File: config.mk
export PLATFORM = sky130hd
export DESIGN_NAME = tx_burst_generator_flat
export DESIGN_NICKNAME = d
export VERILOG_FILES = /design/src/rtl/tx_burst_generator_if.sv /design/src/rtl/tx_burst_generator.sv /design/src/flat_wrapper.sv
export SDC_FILE = /design/constraint.sdc
export NUM_CORES = 1
export LEC_CHECK = 0
export ABC_AREA = 1
export CORE_AREA = 2 2 119 75
export DETAILED_ROUTE_END_ITERATION = 8
export DIE_AREA = 0 0 121 77
export HOLD_SLACK_MARGIN = 0.06
export PLACE_DENSITY = 0.87
export SLEW_MARGIN = 20
export SYNTH_ARGS = -nofsm -noshare
export SYNTH_HDL_FRONTEND = slang
export SYNTH_SLANG_ARGS = --single-unit
File: constraint.sdc
create_clock -name clk_in -period 3.8 [get_ports clk_in]
set_input_delay 0.57 -clock clk_in [delete_from_list [all_inputs] [get_ports clk_in]]
set_output_delay 0.57 -clock clk_in [all_outputs]
set_load 0.02 [all_outputs]
File: src/rtl/tx_burst_generator_if.sv
// TX FIFO write-side bundle between the burst generator and the core TX FIFO.
interface tx_burst_generator_if;
  logic        tx_full;
  logic [31:0] tx_data;
  logic        tx_write;

  modport master (input tx_full, output tx_data, output tx_write);
  modport slave  (output tx_full, input tx_data, input tx_write);
endinterface

File: src/rtl/tx_burst_generator.sv
// tx_burst_generator: debounced push-button starts a framed burst of 32-bit
// words (header, BURST_LEN sequence-numbered payload words, optional checksum
// trailer) written into the TX FIFO while honouring its almost-full flag.
// Optional feature macro: TX_CHECKSUM_EN adds a modulo-2^32 checksum trailer.
//
// state    | meaning
// ---------+---------------------------------------------------------------
// IDLE     | waiting for a debounced 0->1 trigger edge
// HEADER   | emit {HEADER_MAGIC, burst_count}
// PAYLOAD  | emit {burst_count, index} for index 0..BURST_LEN-1
// TRAILER  | emit checksum of header+payload (TX_CHECKSUM_EN only)
// DONE     | bump burst_count, drop busy, return to IDLE
module tx_burst_generator #(
  parameter int unsigned DEBOUNCE_CYCLES = 270000,
  parameter int unsigned BURST_LEN       = 256,
  parameter logic [15:0] HEADER_MAGIC    = 16'hA5A5
) (
  input  logic                        clk_in,
  input  logic                        rst_in,
  input  logic                        trigger,
  tx_burst_generator_if.master        tx,
  output logic                        busy,
  output logic [15:0]                 burst_count
);

  localparam logic [2:0] ST_IDLE    = 3'd0;
  localparam logic [2:0] ST_HEADER  = 3'd1;
  localparam logic [2:0] ST_PAYLOAD = 3'd2;
`ifdef TX_CHECKSUM_EN
  localparam logic [2:0] ST_TRAILER = 3'd3;
`endif
  localparam logic [2:0] ST_DONE    = 3'd4;

  localparam logic [23:0] DEB_LAST = 24'(DEBOUNCE_CYCLES - 1);
  localparam logic [15:0] IDX_LAST = 16'(BURST_LEN - 1);

  logic        sync1_q, sync1_d;
  logic        sync2_q, sync2_d;
  logic [23:0] deb_cnt_q, deb_cnt_d;
  logic        deb_level_q, deb_level_d;
  logic        deb_prev_q, deb_prev_d;
  logic [2:0]  state_q, state_d;
  logic [15:0] idx_q, idx_d;
  logic [31:0] tx_data_q, tx_data_d;
  logic        tx_write_q, tx_write_d;
  logic        busy_q, busy_d;
  logic [15:0] count_q, count_d;
`ifdef TX_CHECKSUM_EN
  logic [31:0] acc_q, acc_d;
`endif

  logic        start_evt;
  logic [31:0] header_word;
  logic [31:0] payload_word;

  assign start_evt    = deb_level_q & ~deb_prev_q;
  assign header_word  = {HEADER_MAGIC, count_q};
  assign payload_word = {count_q, idx_q};

  // Synchroniser and debounce: level follows the synchronised input only after
  // it has disagreed for DEBOUNCE_CYCLES consecutive cycles.
  always_comb begin
    sync1_d     = trigger;
    sync2_d     = sync1_q;
    deb_cnt_d   = '0;
    deb_level_d = deb_level_q;
    deb_prev_d  = deb_level_q;
    if (sync2_q != deb_level_q) begin
      if (deb_cnt_q == DEB_LAST) begin
        deb_level_d = sync2_q;
      end else begin
        deb_cnt_d = deb_cnt_q + 24'd1;
      end
    end
  end

  // Burst sequencing; each emitting state writes one word per cycle unless the
  // FIFO reports almost-full, in which case it holds without advancing.
  always_comb begin
    state_d    = state_q;
    idx_d      = idx_q;
    tx_data_d  = tx_data_q;
    tx_write_d = 1'b0;
    busy_d     = busy_q;
    count_d    = count_q;
`ifdef TX_CHECKSUM_EN
    acc_d      = acc_q;
`endif
    case (state_q)
      ST_IDLE: begin
        if (start_evt) begin
          state_d = ST_HEADER;
          busy_d  = 1'b1;
`ifdef TX_CHECKSUM_EN
          acc_d   = '0;
`endif
        end
      end
      ST_HEADER: begin
        if (!tx.tx_full) begin
          tx_write_d = 1'b1;
          tx_data_d  = header_word;
          idx_d      = '0;
          state_d    = ST_PAYLOAD;
`ifdef TX_CHECKSUM_EN
          acc_d      = acc_q + header_word;
`endif
        end
      end
      ST_PAYLOAD: begin
        if (!tx.tx_full) begin
          tx_write_d = 1'b1;
          tx_data_d  = payload_word;
`ifdef TX_CHECKSUM_EN
          acc_d      = acc_q + payload_word;
`endif
          if (idx_q == IDX_LAST) begin
`ifdef TX_CHECKSUM_EN
            state_d = ST_TRAILER;
`else
            state_d = ST_DONE;
`endif
          end else begin
            idx_d = idx_q + 16'd1;
          end
        end
      end
`ifdef TX_CHECKSUM_EN
      ST_TRAILER: begin
        if (!tx.tx_full) begin
          tx_write_d = 1'b1;
          tx_data_d  = acc_q;
          state_d    = ST_DONE;
        end
      end
`endif
      ST_DONE: begin
        count_d = count_q + 16'd1;
        busy_d  = 1'b0;
        state_d = ST_IDLE;
      end
      default: begin
        state_d = ST_IDLE;
        busy_d  = 1'b0;
      end
    endcase
  end

  // State registers with synchronous active-high reset; reset aborts any burst.
  always_ff @(posedge clk_in) begin
    if (rst_in) begin
      sync1_q     <= 1'b0;
      sync2_q     <= 1'b0;
      deb_cnt_q   <= '0;
      deb_level_q <= 1'b0;
      deb_prev_q  <= 1'b0;
      state_q     <= ST_IDLE;
      idx_q       <= '0;
      tx_data_q   <= '0;
      tx_write_q  <= 1'b0;
      busy_q      <= 1'b0;
      count_q     <= '0;
`ifdef TX_CHECKSUM_EN
      acc_q       <= '0;
`endif
    end else begin
      sync1_q     <= sync1_d;
      sync2_q     <= sync2_d;
      deb_cnt_q   <= deb_cnt_d;
      deb_level_q <= deb_level_d;
      deb_prev_q  <= deb_prev_d;
      state_q     <= state_d;
      idx_q       <= idx_d;
      tx_data_q   <= tx_data_d;
      tx_write_q  <= tx_write_d;
      busy_q      <= busy_d;
      count_q     <= count_d;
`ifdef TX_CHECKSUM_EN
      acc_q       <= acc_d;
`endif
    end
  end

  assign tx.tx_data   = tx_data_q;
  assign tx.tx_write  = tx_write_q;
  assign busy         = busy_q;
  assign burst_count  = count_q;

endmodule

File: src/flat_wrapper.sv
// flat-port wrapper written by rule: the top's interface ports become plain ports
module tx_burst_generator_flat 
#(
  parameter int unsigned DEBOUNCE_CYCLES = 270000,
  parameter int unsigned BURST_LEN       = 256,
  parameter logic [15:0] HEADER_MAGIC    = 16'hA5A5
)
  (clk_in, rst_in, trigger, busy, burst_count, tx_tx_full, tx_tx_data, tx_tx_write);
  tx_burst_generator_if tx_i ();
  input  logic clk_in;
  input  logic rst_in;
  input  logic trigger;
  output logic busy;
  output logic [15:0] burst_count;
  input wire logic [$bits(tx_i.tx_full)-1:0] tx_tx_full;
  output wire logic [$bits(tx_i.tx_data)-1:0] tx_tx_data;
  output wire logic [$bits(tx_i.tx_write)-1:0] tx_tx_write;
  assign tx_i.tx_full = tx_tx_full;
  assign tx_tx_data = tx_i.tx_data;
  assign tx_tx_write = tx_i.tx_write;
  tx_burst_generator #(.DEBOUNCE_CYCLES(DEBOUNCE_CYCLES), .BURST_LEN(BURST_LEN), .HEADER_MAGIC(HEADER_MAGIC)) u_core (.clk_in(clk_in), .rst_in(rst_in), .trigger(trigger), .tx(tx_i), .busy(busy), .burst_count(burst_count));
endmodule
# Word-level counts from Yosys, hierarchy flattened

Index checks and enable logic that the tools add are counted.

Reduce and logical (&&, ||, !) cells: 10
Bitwise logic cells: 4
Equal/unequal tests: 11
$add $sub $neg: 3
Mux-type cells: 15

Operators by type and width:

| kind                                                                     | number |
|---|---|
| 32-bit 2-to-1 mux                                                        | 2 |
| 32-bit one-hot mux with 2 select lines                                   | 1 |
| 16-bit 2-to-1 mux                                                        | 3 |
| 16-bit by 1-bit adder with 16-bit output (second input constant)         | 2 |
| 16-bit one-hot mux with 2 select lines                                   | 1 |
| 24-bit by 1-bit adder with 24-bit output (second input constant)         | 1 |
| 24-bit by 19-bit == test with 1-bit output (second input constant)       | 1 |
| 16-bit by 8-bit == test with 1-bit output (second input constant)        | 1 |
| 3-bit 2-to-1 mux                                                         | 4 |
| 3-bit one-hot mux with 3 select lines                                    | 1 |
| 4-bit AND reduction                                                      | 2 |
| 2-bit inequality test (second input constant)                            | 3 |
| 2-bit by 1-bit inequality test with 1-bit output (second input constant) | 2 |
| 2-bit AND reduction                                                      | 2 |
| 2-bit OR reduction                                                       | 2 |
| 3-bit by 1-bit == test with 1-bit output (second input constant)         | 1 |
| 3-bit by 2-bit == test with 1-bit output (second input constant)         | 1 |
| 3-bit == test (second input constant)                                    | 1 |
| 3-bit zero test                                                          | 1 |
| 1-bit inverter                                                           | 3 |
| 3-bit AND reduction                                                      | 1 |
| 3-bit OR reduction                                                       | 1 |
| 1-bit 2-to-1 mux                                                         | 2 |
| 1-bit one-hot mux with 2 select lines                                    | 1 |
| other kinds (3)                                                          | 3 |

Flip-flop bits (word level): 97
Output and inout bits: 50
Word-level logic and storage cells: 54
Bits of input ports: 4

# Longest topological paths before layout

Depth after elaboration: 4
Depth in mapped cells: 10
Mapped depth without buffers: 10

# Least setup slack after synthesis

No wires, ideal clock.

Kind: input port to flip-flop
Start: input rst_in
End: register u_core.deb_cnt_q[11]
Path slack: 2227 ps
Buffers on the path: 2
Arrival time: 1455 ps
Cell stages on the path: 7
Library setup time: 117 ps
Required time: 3683 ps
Cells stage by stage: clkbuf_1 clkinv_1 o21ai_0 a21oi_1 nand2_1 buf_2 nor2_1

Cells in the longest elaborated chain, start to end: 1

RTL lines:

| what                                | RTL line                  | text |
|---|---|---|
| start, declared                     | flat_wrapper.sv:11        | `input logic rst_in;` |
| 3-bit OR reduction (no source line) | -                         |  |
| end signal, assigned                | tx_burst_generator.sv:169 | `deb_cnt_q <= deb_cnt_d;` |
| end, declared                       | tx_burst_generator.sv:39  | `logic [23:0] deb_cnt_q, deb_cnt_d;` |

Every way passes these cells.
A chain may end at the register's enable or synchronous reset.

# Worst setup path in the final report

Start: register u_core.state_q[0]
End: register u_core.idx_q[8]

Cells in the longest elaborated chain, start to end: 3
Elaborated cells between the ends (all ways): 8
Classes of those cells: eq/ne: 5; mux: 1; reduce/logical: 2

RTL lines:

| what                                                                                                        | RTL line                  | text |
|---|---|---|
| start, declared                                                                                             | tx_burst_generator.sv:42  | `logic [2:0] state_q, state_d;` |
| start signal, assigned                                                                                      | tx_burst_generator.sv:172 | `state_q <= state_d;` |
| 3-bit by 2-bit == test with 1-bit output / 3-bit by 1-bit == test with 1-bit output (equally long branches) | tx_burst_generator.sv:89  | `case (state_q)` |
| 2-bit inequality test (no source line) / 2-bit nonzero test (equally long branches)                         | -                         |  |
| 4-bit AND reduction (no source line)                                                                        | -                         |  |
| end signal, assigned                                                                                        | tx_burst_generator.sv:173 | `idx_q <= idx_d;` |
| end, declared                                                                                               | tx_burst_generator.sv:43  | `logic [15:0] idx_q, idx_d;` |

Several ways; a longest one is shown, not always the timed one.

==> results.yml <==
drt:
  drt_iter0_markers: 609
  final_antenna_net_count: 0
  drc: 0
  firstDrtPassIters: 8
  via_count: 4972
  vias_per_cell: 5.70
  avgRoutedWirePerCell_um: 15.5
  drt-total-wl_um: 13500
worst_setup_path:
  rrSetupSlack_ps: 1620
  endpoint: "u_core.idx_q[8]$_SDFFE_PP0P_"
  end_kind: "register"
  crit_cells: 10
  rr_endpoint: "u_core.idx_q[8]$_SDFFE_PP0P_"
  r2r_cells: 10
  critPathKind: "register to register"
  path_max_fanout: 51
  critical_path.cell_chain: "nor2_1, nand2_2, nand2_2, nand2_4, inv_4, nand2_4, nand2_1, nand2_1, nand2_1, inv_1"
  reg2reg_from: "u_core.state_q[0]$_SDFFE_PP0P_"
  crit_top_cell: "nand2_1"
  critical_path_arrival_ps: 2430
  slowest_delay_ps: 380
  worst_path_max_delay_cell: "inv_4"
  critPathLaunchType: "register"
  path_buf_inv: 2
  crit_start: "u_core.state_q[0]$_SDFFE_PP0P_"
  cp_top_family: "simple AND/OR/NAND/NOR gates"
  required_ps: 4050
clock_network:
  cts_inserted_buffers: 9
  root_buffer: "clkbuf_16"
  clkTransAtPathRegs_ps: 60
  cts_tree: "yes"
  clock_path_buffers: 2
  clock_latency_ps: 350
  ctsResizeCount: 0
  clkSinkCount: 97
  cts_setup_buffers: 0
  hold_buffers: 0
  cts.htree.levels: 3
logic_synthesis:
  synth_seq_cells: 97
  synth_area_leaders: "dfxtp_1 (41%), nand2_1 (14%), nor2_1 (8.0%), inv_1 (6.2%), nand3_1 (5.4%)"
  syn_nets: 719
  synthesis.instances: 712
  yosysSeqAreaShare_pct: 40.7
  ys_warn_count: 0
  syn_area_um2: 4770
  synth_top_area_cell: "dfxtp_1"
  yosysUniqueCellTypes: 35
  synthDominantCellAreaShare_pct: 40.7
  avgSynthCellArea_um2: 6.70
placement:
  globalplace.congestion: 1.02
  hpwl_um: 9700
  placed_cells: 857
  portBuffers: 53
  dp_slack_ps: 1480
cells_and_area:
  final_nets: 763
  area_growth_pct: 17.6
  final_common_cell: "nand2_1"
  post-route-util_pct: 68.1
  final_cell_mix: "nand2_1 (183), nor2_1 (101), dfxtp_1 (97)"
  n_antenna_cell: 0
  layout.cells.non_filler: 872
  drive_gt1_share_pct: 5.79
worst_hold_path:
  min_path_cells: 2
  hold_path.class: "register to register"
floorplanning:
  ios: 54
  die_w_um: 121
  dieArea_um2: 9320
  die_height_um: 77
  start_util_pct: 57.9
  core-area_um2: 8230
  num_rows: 26
sta:
  setup_viol: 0
  tns_ps: 0
  worst_pin_slew_ps: 863
  drv_slew: 0
  whs_ps: 407
  hold_viol: 0
  fin_ws_ps: 1620
  fmax_ghz: 0.458
  slew-limit-headroom_pct: 42.3
  skew_ps: 6.69
  post-route-period-util_pct: 57.4
  min_period_ps: 2180
  rsz0062_at_grt: "false"
power:
  vdd_drop_max_mv: 0.273
  p_leak_nw: 1.97
  p_per_area_nw_per_um2: 344
grt:
  grt.overflow.total: 0
  grt_first_pass_wirelength_um: 22100
  grt_start_max_net_pins: 52
  globalRouteTotalUtil_pct: 30.2
  grt_pass1_vias: 4448
  antenna_found_initial: 0
run_status:
  status: "complete, no violations"
flow_run:
  drv_cap: 0
-- where the power goes --
group	switching (W)	total [W]	internal, W
registers	0.000000976	0.00102	0.00102
logic	0.0000201	0.0000279	0.00000780
clock network	0.000379	0.000883	0.000504
total	0.000400	0.00193	0.00153
-- tightest hold or removal path, stage by stage, from the launching register on --
cell and delay [ps]:
dfxtp_1 300, inv_1 40, nor2_1 30
-- stage by stage --
step | total power, W | area (um2)
after floorplan | 0.00106 | 4770
after global placement | 0.00107 | 5330
after detailed placement | 0.00107 | 5330
after CTS | 0.00193 | 5600
after global routing | 0.00199 | 5600
final | 0.00193 | 5600
-- state kept, by name (all words and copies together), names as in the netlist --
signal,cells
u_core.sync1_q,1
u_core.deb_cnt_q,24
u_core.tx.tx_data,32
u_core.deb_level_q,1
u_core.state_q,3
u_core.busy,1
u_core.burst_count,16
u_core.sync2_q,1
u_core.deb_prev_q,1
u_core.idx_q,16
u_core.tx.tx_write,1
-- kinds of logic after synthesis --
kind of cell,after synthesis,share of synthesized area [%]
AOI/OAI and AO/OA,109,12.3
xor gates and xnor gates,7,1.29
adders and majority gates,3,0.787
buffers and inverters,105,9.24
DFF,97,40.7
and+or+nand+nor,391,35.7
-- routing by layer --
metal | GRT usage (%) | routed length (um) | part of all wire (%)
met5 | 0 | 0 | 0
met4 | 6.98 | 181 | 1.3
met3 | 11.3 | 1640 | 12
met2 | 41.5 | 5570 | 41
met1 | 44.5 | 6080 | 45
-- cell type report --
type	count	area, um2
tap	112	140
fill	711	2630
clock inverter	4	45.0
multi-input combinational	510	2380
clock buffer	11	233
sequential	97	1940
inverter	83	314
timing repair buffer	55	546
-- cells in the mapped netlist --
master	n
nand3_1	51
o21ai_0	42
nor3_1	12
ha_1	3
inv_2	2
nand4_1	17
nor3b_1	3
o31ai_1	1
buf_2	5
a21oi_2	4
or2_2	2
buf_4	3
o21ai_1	3
inv_1	79
nand3_4	1
xor2_1	7
nand2_2	6
a21oi_1	43
buf_1	1
or2_0	2
o21bai_1	1
nor2_4	1
clkinv_1	1
inv_4	1
nor3_2	2
nor2_2	6
nand2_1	183
nand3_2	2
nand2_4	2
buf_6	2
nor2_1	101
a31oi_1	15
dfxtp_1	97
clkbuf_1	10
buf_8	1
-- worst min-delay path by stage --
stage	start	endpoint	slack [ps]
after floorplan	u_core.sync1_q$_SDFF_PP0_	u_core.sync2_q$_SDFF_PP0_	390
after global placement	u_core.sync1_q$_SDFF_PP0_	u_core.sync2_q$_SDFF_PP0_	390
after detailed placement	u_core.sync1_q$_SDFF_PP0_	u_core.sync2_q$_SDFF_PP0_	400
after CTS	u_core.sync1_q$_SDFF_PP0_	u_core.sync2_q$_SDFF_PP0_	410
after global routing	u_core.sync1_q$_SDFF_PP0_	u_core.sync2_q$_SDFF_PP0_	430
final	u_core.sync1_q$_SDFF_PP0_	u_core.sync2_q$_SDFF_PP0_	410
No activity file was read; power rests on OpenSTA's default activity.
